### src/rtl/gesture_cmd_uart_tx.sv
// gesture_cmd_uart_tx
// Sends the stabilized finger count to the arm controller as a 3-byte UART
// frame {HEADER, {seq, 0, count}, checksum}. The line format is 8N1, LSB first, idle high.
// A frame starts when the count changes, and optionally on a periodic refresh.
module gesture_cmd_uart_tx #(
    parameter int unsigned CLKS_PER_BIT   = 868,
    parameter int unsigned REFRESH_CYCLES = 0,
    parameter logic [7:0]  HEADER_BYTE    = 8'hA5
) (
    input  logic       clk,
    input  logic       rst,
    input  logic [2:0] stable_count,
    input  logic       tx_enable,
    output logic       tx,
    output logic       busy,
    output logic       frame_done,
    output logic [3:0] seq_num
);

    localparam int unsigned CNT_W = (CLKS_PER_BIT > 1) ? $clog2(CLKS_PER_BIT) : 1;
    localparam logic [CNT_W-1:0] BIT_LAST = CNT_W'(CLKS_PER_BIT - 1);

    // Refresh counter is wide enough for REFRESH_CYCLES-1 and never zero-width
    localparam int unsigned REF_W = $clog2(REFRESH_CYCLES + 2);
    localparam int unsigned REF_LAST_INT = (REFRESH_CYCLES == 0) ? 0 : REFRESH_CYCLES - 1;
    localparam logic [REF_W-1:0] REF_LAST = REF_W'(REF_LAST_INT);
    localparam bit REFRESH_ON = (REFRESH_CYCLES != 0);

    typedef enum logic [2:0] {
        S_IDLE,
        S_START,
        S_DATA,
        S_STOP,
        S_GAP
    } state_t;

    state_t           r_state;
    logic [CNT_W-1:0] r_clk_cnt;
    logic [2:0]       r_bit_idx;
    logic [1:0]       r_byte_idx;
    logic [7:0]       r_byte1;
    logic [2:0]       r_last_sent;
    logic [3:0]       r_seq;
    logic [REF_W-1:0] r_ref_cnt;
    logic             r_tx;
    logic             r_busy;
    logic             r_frame_done;
    logic [3:0]       r_seq_num;

    logic             w_bit_end;
    logic             w_ref_expire;
    logic             w_launch;
    logic [7:0]       w_cur_byte;
    logic             w_next_bit;

    assign tx         = r_tx;
    assign busy       = r_busy;
    assign frame_done = r_frame_done;
    assign seq_num    = r_seq_num;

    assign w_bit_end    = (r_clk_cnt == BIT_LAST);
    assign w_ref_expire = REFRESH_ON && (r_ref_cnt == REF_LAST);
    // A change and a refresh expiry in the same cycle still yield a single launch
    assign w_launch     = (r_state == S_IDLE) && tx_enable &&
                          ((stable_count != r_last_sent) || w_ref_expire);
    assign w_next_bit   = w_cur_byte[r_bit_idx + 3'd1];

    // Select the byte being shifted out; byte 2 is the XOR checksum of bytes 0 and 1
    always_comb begin
        w_cur_byte = HEADER_BYTE;
        case (r_byte_idx)
            2'd0:    w_cur_byte = HEADER_BYTE;
            2'd1:    w_cur_byte = r_byte1;
            default: w_cur_byte = HEADER_BYTE ^ r_byte1;
        endcase
    end

    // Idle refresh timer: counts idle cycles while enabled, clears otherwise
    always_ff @(posedge clk) begin
        if (rst) begin
            r_ref_cnt <= '0;
        end else if (w_launch || !tx_enable || (r_state != S_IDLE)) begin
            r_ref_cnt <= '0;
        end else begin
            r_ref_cnt <= r_ref_cnt + REF_W'(1);
        end
    end

    // Frame FSM: launch, start/data/stop per byte, then one bit time of guard gap
    always_ff @(posedge clk) begin
        if (rst) begin
            r_state      <= S_IDLE;
            r_clk_cnt    <= '0;
            r_bit_idx    <= '0;
            r_byte_idx   <= '0;
            r_byte1      <= '0;
            r_last_sent  <= '0;
            r_seq        <= '0;
            r_tx         <= 1'b1;
            r_busy       <= 1'b0;
            r_frame_done <= 1'b0;
            r_seq_num    <= '0;
        end else begin
            r_frame_done <= 1'b0;
            case (r_state)
                S_IDLE: begin
                    r_tx   <= 1'b1;
                    r_busy <= 1'b0;
                    if (w_launch) begin
                        r_byte1     <= {r_seq, 1'b0, stable_count};
                        r_last_sent <= stable_count;
                        r_seq_num   <= r_seq;
                        r_seq       <= r_seq + 4'd1;
                        r_byte_idx  <= '0;
                        r_bit_idx   <= '0;
                        r_clk_cnt   <= '0;
                        r_tx        <= 1'b0;
                        r_busy      <= 1'b1;
                        r_state     <= S_START;
                    end
                end
                S_START: begin
                    if (w_bit_end) begin
                        r_clk_cnt <= '0;
                        r_bit_idx <= '0;
                        r_tx      <= w_cur_byte[0];
                        r_state   <= S_DATA;
                    end else begin
                        r_clk_cnt <= r_clk_cnt + CNT_W'(1);
                    end
                end
                S_DATA: begin
                    if (w_bit_end) begin
                        r_clk_cnt <= '0;
                        if (r_bit_idx == 3'd7) begin
                            r_tx    <= 1'b1;
                            r_state <= S_STOP;
                        end else begin
                            r_bit_idx <= r_bit_idx + 3'd1;
                            r_tx      <= w_next_bit;
                        end
                    end else begin
                        r_clk_cnt <= r_clk_cnt + CNT_W'(1);
                    end
                end
                S_STOP: begin
                    if (w_bit_end) begin
                        r_clk_cnt <= '0;
                        if (r_byte_idx == 2'd2) begin
                            r_tx         <= 1'b1;
                            r_frame_done <= 1'b1;
                            r_state      <= S_GAP;
                        end else begin
                            r_byte_idx <= r_byte_idx + 2'd1;
                            r_tx       <= 1'b0;
                            r_state    <= S_START;
                        end
                    end else begin
                        r_clk_cnt <= r_clk_cnt + CNT_W'(1);
                    end
                end
                S_GAP: begin
                    r_tx <= 1'b1;
                    if (w_bit_end) begin
                        r_clk_cnt <= '0;
                        r_busy    <= 1'b0;
                        r_state   <= S_IDLE;
                    end else begin
                        r_clk_cnt <= r_clk_cnt + CNT_W'(1);
                    end
                end
                default: begin
                    r_tx    <= 1'b1;
                    r_busy  <= 1'b0;
                    r_state <= S_IDLE;
                end
            endcase
        end
    end

endmodule
### config.mk
export PLATFORM = sky130hd
export DESIGN_NAME = gesture_cmd_uart_tx
export DESIGN_NICKNAME = d
export VERILOG_FILES = /design/src/rtl/gesture_cmd_uart_tx.sv
export SDC_FILE = /design/constraint.sdc
export NUM_CORES = 1
export LEC_CHECK = 0
export ABC_AREA = 1
export CORE_ASPECT_RATIO = 0.75
export CORE_MARGIN = 2
export CORE_UTILIZATION = 55
export DETAILED_ROUTE_END_ITERATION = 12
export HOLD_SLACK_MARGIN = 0.03
export PLACE_DENSITY_LB_ADDON = 0.3
export SYNTH_ARGS = -nofsm -noshare
export SYNTH_HDL_FRONTEND = slang
export SYNTH_SLANG_ARGS = --single-unit
### constraint.sdc
create_clock -name clk -period 1.7 [get_ports clk]
set_input_delay 0.34 -clock clk [delete_from_list [all_inputs] [get_ports clk]]
set_output_delay 0.34 -clock clk [all_outputs]
set_load 0.02 [all_outputs]
# == Word level (Yosys, flattened, before mapping) ==
# Cells that the tools add are included.
# totals
regBits,39
input_bits,6
elab_cells,86
# classes
addsub,4
order_cmp,1
n_eq_ne,17
n_mux,32
n_bitwise,4
n_reduce_logical,17
# op_table
cell,count
$mux W3,10
$mux W10,2
$pmux W10 S2,1
$ne A2 B2 Y1 const B,8
$pmux W8 S2,1
$pmux W3 S5,1
$add A10 B1 Y10 const B,1
$eq A10 B10 Y1 const B,1
$mux W1,9
$pmux W3 S3,1
$eq A3 B2 Y1 const B,2
$eq A3 B3 Y1 const B,2
$mux W2,3
$reduce_and A2 Y1,3
$reduce_and A6 Y1,1
$reduce_or A3 Y1,2
$reduce_and A5 Y1,1
$add A4 B1 Y4 const B,1
$lt A3 B4 Y1 const B,1
$not A4 Y4,1
$pmux W1 S4,1
$pmux W2 S2,1
$reduce_and A4 Y1,1
$reduce_bool A2 Y1,2
other kinds (15),18

# == Logic depth before layout (Yosys ltp) ==
# logic_depth
ltp_word,7
mapped_depth,14

# == Worst setup path after synthesis ==
# OpenSTA, ideal clock, no wires.
# synth_path
path_kind,flip-flop to flip-flop
from,register r_byte_idx[0]
to,register r_tx (netlist: tx)
t_arrival_ns,1.353
t_required_ns,1.588
setup_slack_ns,0.235
stages_incl_launch_ff,15
synth_period_minus_slack_ns,1.465
path_cell_list,dfxtp_1 inv_1 ha_1 nor2_1 nand2_1 nand3_1 nand2_1 nand2_1 nand2_1 nand2_1 nand2_1 nand2_1 nand2_1 nand2_1 nand2_1
# synth_between
elab_chain_cells,7
elab_cells_between_ends,12
classes_between,2 x eq/ne; 9 x mux; 1 x reduce/logical
# synth_rtl
item,line,rtl
"start, declared",40,logic [1:0] r_byte_idx;
"start signal, assigned",154,r_byte_idx <= r_byte_idx + 2'd1;
$eq A2 B1 Y1 or $logic_not A2 Y1 (tied branches),71,case (r_byte_idx)
$pmux W8 S2,71,
$bmux W1 S3,66,assign w_next_bit = w_cur_byte[r_bit_idx + 3'd1];
$mux W1 (implied by the code),66,
$mux W1,135,if (r_bit_idx == 3'd7) begin
$mux W1,133,if (w_bit_end) begin
$pmux W1 S4 *,105,case (r_state)
"end signal, assigned",126,r_tx <= w_cur_byte[0];
"end signal, assigned",140,r_tx <= w_next_bit;
"end, declared",45,logic r_tx;
# Mark *: on every way between the ends. The rest lies on a longest branch, timed or not. The select of a mux whose other input is x is not followed.
# A chain may end at the register's enable or synchronous reset.

# == Worst setup path after layout ==
# layout_path
from,register r_seq_num[3] (netlist: seq_num[3])
to,output seq_num[3]
# layout_rtl
item,line,rtl
"start, declared",48,logic [3:0] r_seq_num;
"start signal, assigned",112,r_seq_num <= r_seq;
"end, declared",17,output logic [3:0] seq_num
# No word-level cell between the ends.

==> results.tsv <==
metric	value	unit
dominant cells by area after synthesis	dfxtp_1 (34%), nand2_1 (14%), inv_1 (7.5%)	
vias in the first global route	1507	
met2 usage	33.0	%
mapped cell area	0.00190	mm2
Skew-Pair Late Insertion Delay	0.29	ns
post-synth cell types	33	
H-Tree Level Count	2	
Worst Setup Path Type	reg -> out	
number of flops mapped to enable cells by yosys	0	
met3 usage	4.97	%
yosys synthesis warning count	0	
Tcrit/Tclk final	94.2	%
Final Hold Fails	0	
Post-DRT Antenna Nets	0	
Post-DP HPWL	3140	um
Synth Register Bits	32	
fill count	290	
Seq/Total Area, Yosys	33.8	%
Clock Tree Buf Depth	2	
Worst slew margin	81.1	%
Final min period	1.60	ns
net count after synthesis	291	
Slew Limit Fails	0	
CP Cell Sequence	clkdlybuf4s50_1	
IO Port Bufs	12	
GR Util met1	35.3	%
crit path max fanout	3	
DRC viols	0	
Top Usage Layer GRT	met1	
CTS tree	built	
Cell Rows	18	
Worst Tran Pin Value	0.283	ns
Starting Density	57.7	%
Arr. time, crit path	1.26	ns
syn avg cell area	6.82	um2
Commonest cells post-synth	nand2_1 (69), inv_1 (38), dfxtp_1 (32)	
most numerous cell in the Yosys netlist	nand2_1	
FF-to-FF setup slack	0.14	ns
Critical Path RT	1.36	ns
first-pass GRT wire length	6960	um
setup TNS	0	ns
routability cong.	0.888	
initial antenna violation count	0	
Crit path largest cell delay	0.62	ns
outcome	completed	
Die Ht	54.9	um
Avg WL per Cell	12.0	um
area growth from synthesis to layout	19.5	%
Worst-path clk slew	0.07	ns
WHS Path Cells	2	
FF-to-FF End	r_bit_idx[2]$_SDFFE_PP0P_	
Finished Layout Cells	345	
slowest CP cell	clkdlybuf4s50_1	
I/O pin count	13	
ys flop type	dfxtp_1	
worst vdd ir	920	uV
Max Clk Rate	625	MHz
core area	0.00329	mm2
Via Count	1759	
share of the synthesized area in the top cell type	33.8	%
die area	0.00394	mm2
final WL	4140	um
Max Clock Skew	0.00540	ns
CP endpoint kind	primary output	
Tightest Hold Check Type	reg -> reg	
Max-cap violations	0	
crit start category	register	
GRT overflow	0	
Hold Path Sink	seq_num[2]$_SDFFE_PP0P_	
hold_sp	seq_num[2]$_SDFFE_PP0P_	
GRT Overall Usage	23.6	%
R2R cell count	9	
drt pass-1 iters	4	
largest net degree at the start of global routing	18	
r2r startpoint	r_clk_cnt[0]$_SDFFE_PP0P_	
Power Density	1580	mW/mm2
clock root buffer	clkbuf_8	
Post-layout nets	317	
Cells after DPL	336	
proportion of layout cells with a drive suffix above 1	21.3	%
Inserted Clock Buffers	5	
Crit path buffers/inverters	1	
synthesized instance count	278	
Synth area leader	dfxtp_1	
DRT iter0 DRCs	113	
ys async rst share	0	%
Setup violations, final	0	
Avg Vias per Cell	5.10	
Die X	71.8	um
n_diodes	0	
CP delay by family, top	buffers and inverters	
leakage power	1.00	nW
clock sink count	32	
==> logic make-up (layout without fill, tap and decap cells) <==
logic type | count (synthesis) | after routing | share of synthesized area (%)
adders and majority gates | 7 | 7 | 4.62
AOI/OAI and AO/OA | 46 | 46 | 13.7
and+or+nand+nor | 140 | 140 | 35.7
buffers and inverters | 51 | 78 | 11.3
DFF | 32 | 32 | 33.8
xor gates and xnor gates | 2 | 2 | 0.924
==> cell type report <==
class,count,area [um2],share of cell area (%)
tap,40,50.0,2.21
clock buffer,6,82.6,3.64
inverter,43,161,7.12
clock inverter,2,10.0,0.442
sequential,32,646,28.5
multi-input combinational,195,1080,47.8
timing repair buffer,27,233,10.3
==> layout by cell type (no fill, tap or decap) <==
cell	Yosys	final
nand2_1	69	69
inv_1	38	34
dfxtp_1	32	28
nor2_1	29	27
a21oi_1	19	19
buf_4	4	15
nand3_1	12	12
o21ai_0	12	12
clkdlybuf4s50_1	0	12
inv_2	5	9
o21ai_1	8	8
nand4_1	7	7
nor2_2	4	6
clkbuf_8	0	6
nor2_4	4	4
ha_1	7	4
dfxtp_2	0	4
nand2_2	3	3
nand2_4	3	3
nor3_2	1	3
nor3_1	4	2
o21ai_2	2	2
ha_4	0	2
clkinv_2	0	2
xnor2_1	1	1
nor3_4	1	1
nand3b_4	1	1
nand3_2	1	1
xor2_1	1	1
o211ai_1	1	1
a21oi_4	1	1
and3_1	1	1
a31oi_1	1	1
o21a_1	1	1
a21oi_2	1	1
ha_2	0	1
==> power breakdown <==
part,leakage (nW),switching [W],internal [W]
Clock,0.0510,0.000292,0.000323
Combinational,0.690,0.00117,0.000759
Sequential,0.263,0.000126,0.000905
Total,1.00,0.00159,0.00199
==> metrics by stage <==
stage                     setup WS [ns]  total power (W)  hold WS [ns]  area (um2)  utilization, %
after global placement           -0.137          0.00287         0.457        2120            64.4
after detailed placement         -0.170          0.00289         0.458        2120            64.4
after floorplan                   0.235          0.00240         0.444        1900               -
after CTS                        0.0724          0.00352         0.468        2210            67.3
after global routing          -0.000988          0.00389         0.512        2270            68.9
final                            0.0994          0.00358         0.468        2270            68.9
==> layer usage <==
| metal | part of all wire (%) | up-vias |
|---|---|---|
| li1 | - | 938 |
| met1 | 53 | 770 |
| met2 | 39 | 44 |
| met3 | 6.2 | 7 |
| met4 | 1.5 | 0 |
| met5 | 0 | - |
==> worst max path at each step <==
stage	slack [ns]	depth (start not counted)	start	to
final	0.1	1	seq_num[3]$_SDFFE_PP0P_	seq_num[3]
after global routing	-0.001	9	r_clk_cnt[0]$_SDFFE_PP0P_	r_bit_idx[1]$_SDFFE_PP0P_
after CTS	0.07	13	r_byte_idx[0]$_SDFFE_PP0P_	tx$_SDFFE_PP1P_
after detailed placement	-0.17	11	stable_count[2]	r_clk_cnt[2]$_SDFFE_PP0P_
after global placement	-0.14	11	stable_count[2]	r_seq[3]$_SDFFE_PP0P_
after floorplan	0.24	14	r_byte_idx[0]$_SDFFE_PP0P_	tx$_SDFFE_PP1P_
==> worst reg2reg max path: cells and delay by family (launching register included) <==
family / cells / cell delay, ns
simple gates: 6 / 0.67
flops: 1 / 0.38
fa+ha+maj: 1 / 0.22
compound gates: 2 / 0.17
==> state kept, by name (all words and copies together) (netlist names) <==
name and flops:
r_byte1 1, r_byte_idx 2, busy 1, r_clk_cnt 10
tx 1, r_seq 4, r_last_sent 2, seq_num 4
r_state 3, r_bit_idx 3, frame_done 1
==> timing repair <==
action	in CTS	in global routing
pin swaps	0	3
hold endpoints to repair	0	0
gates resized for setup	1	15
endpoints found under the setup margin	1	4
setup buffers	0	1
hold buffers	0	0
(Power assumes the default switching activity.)
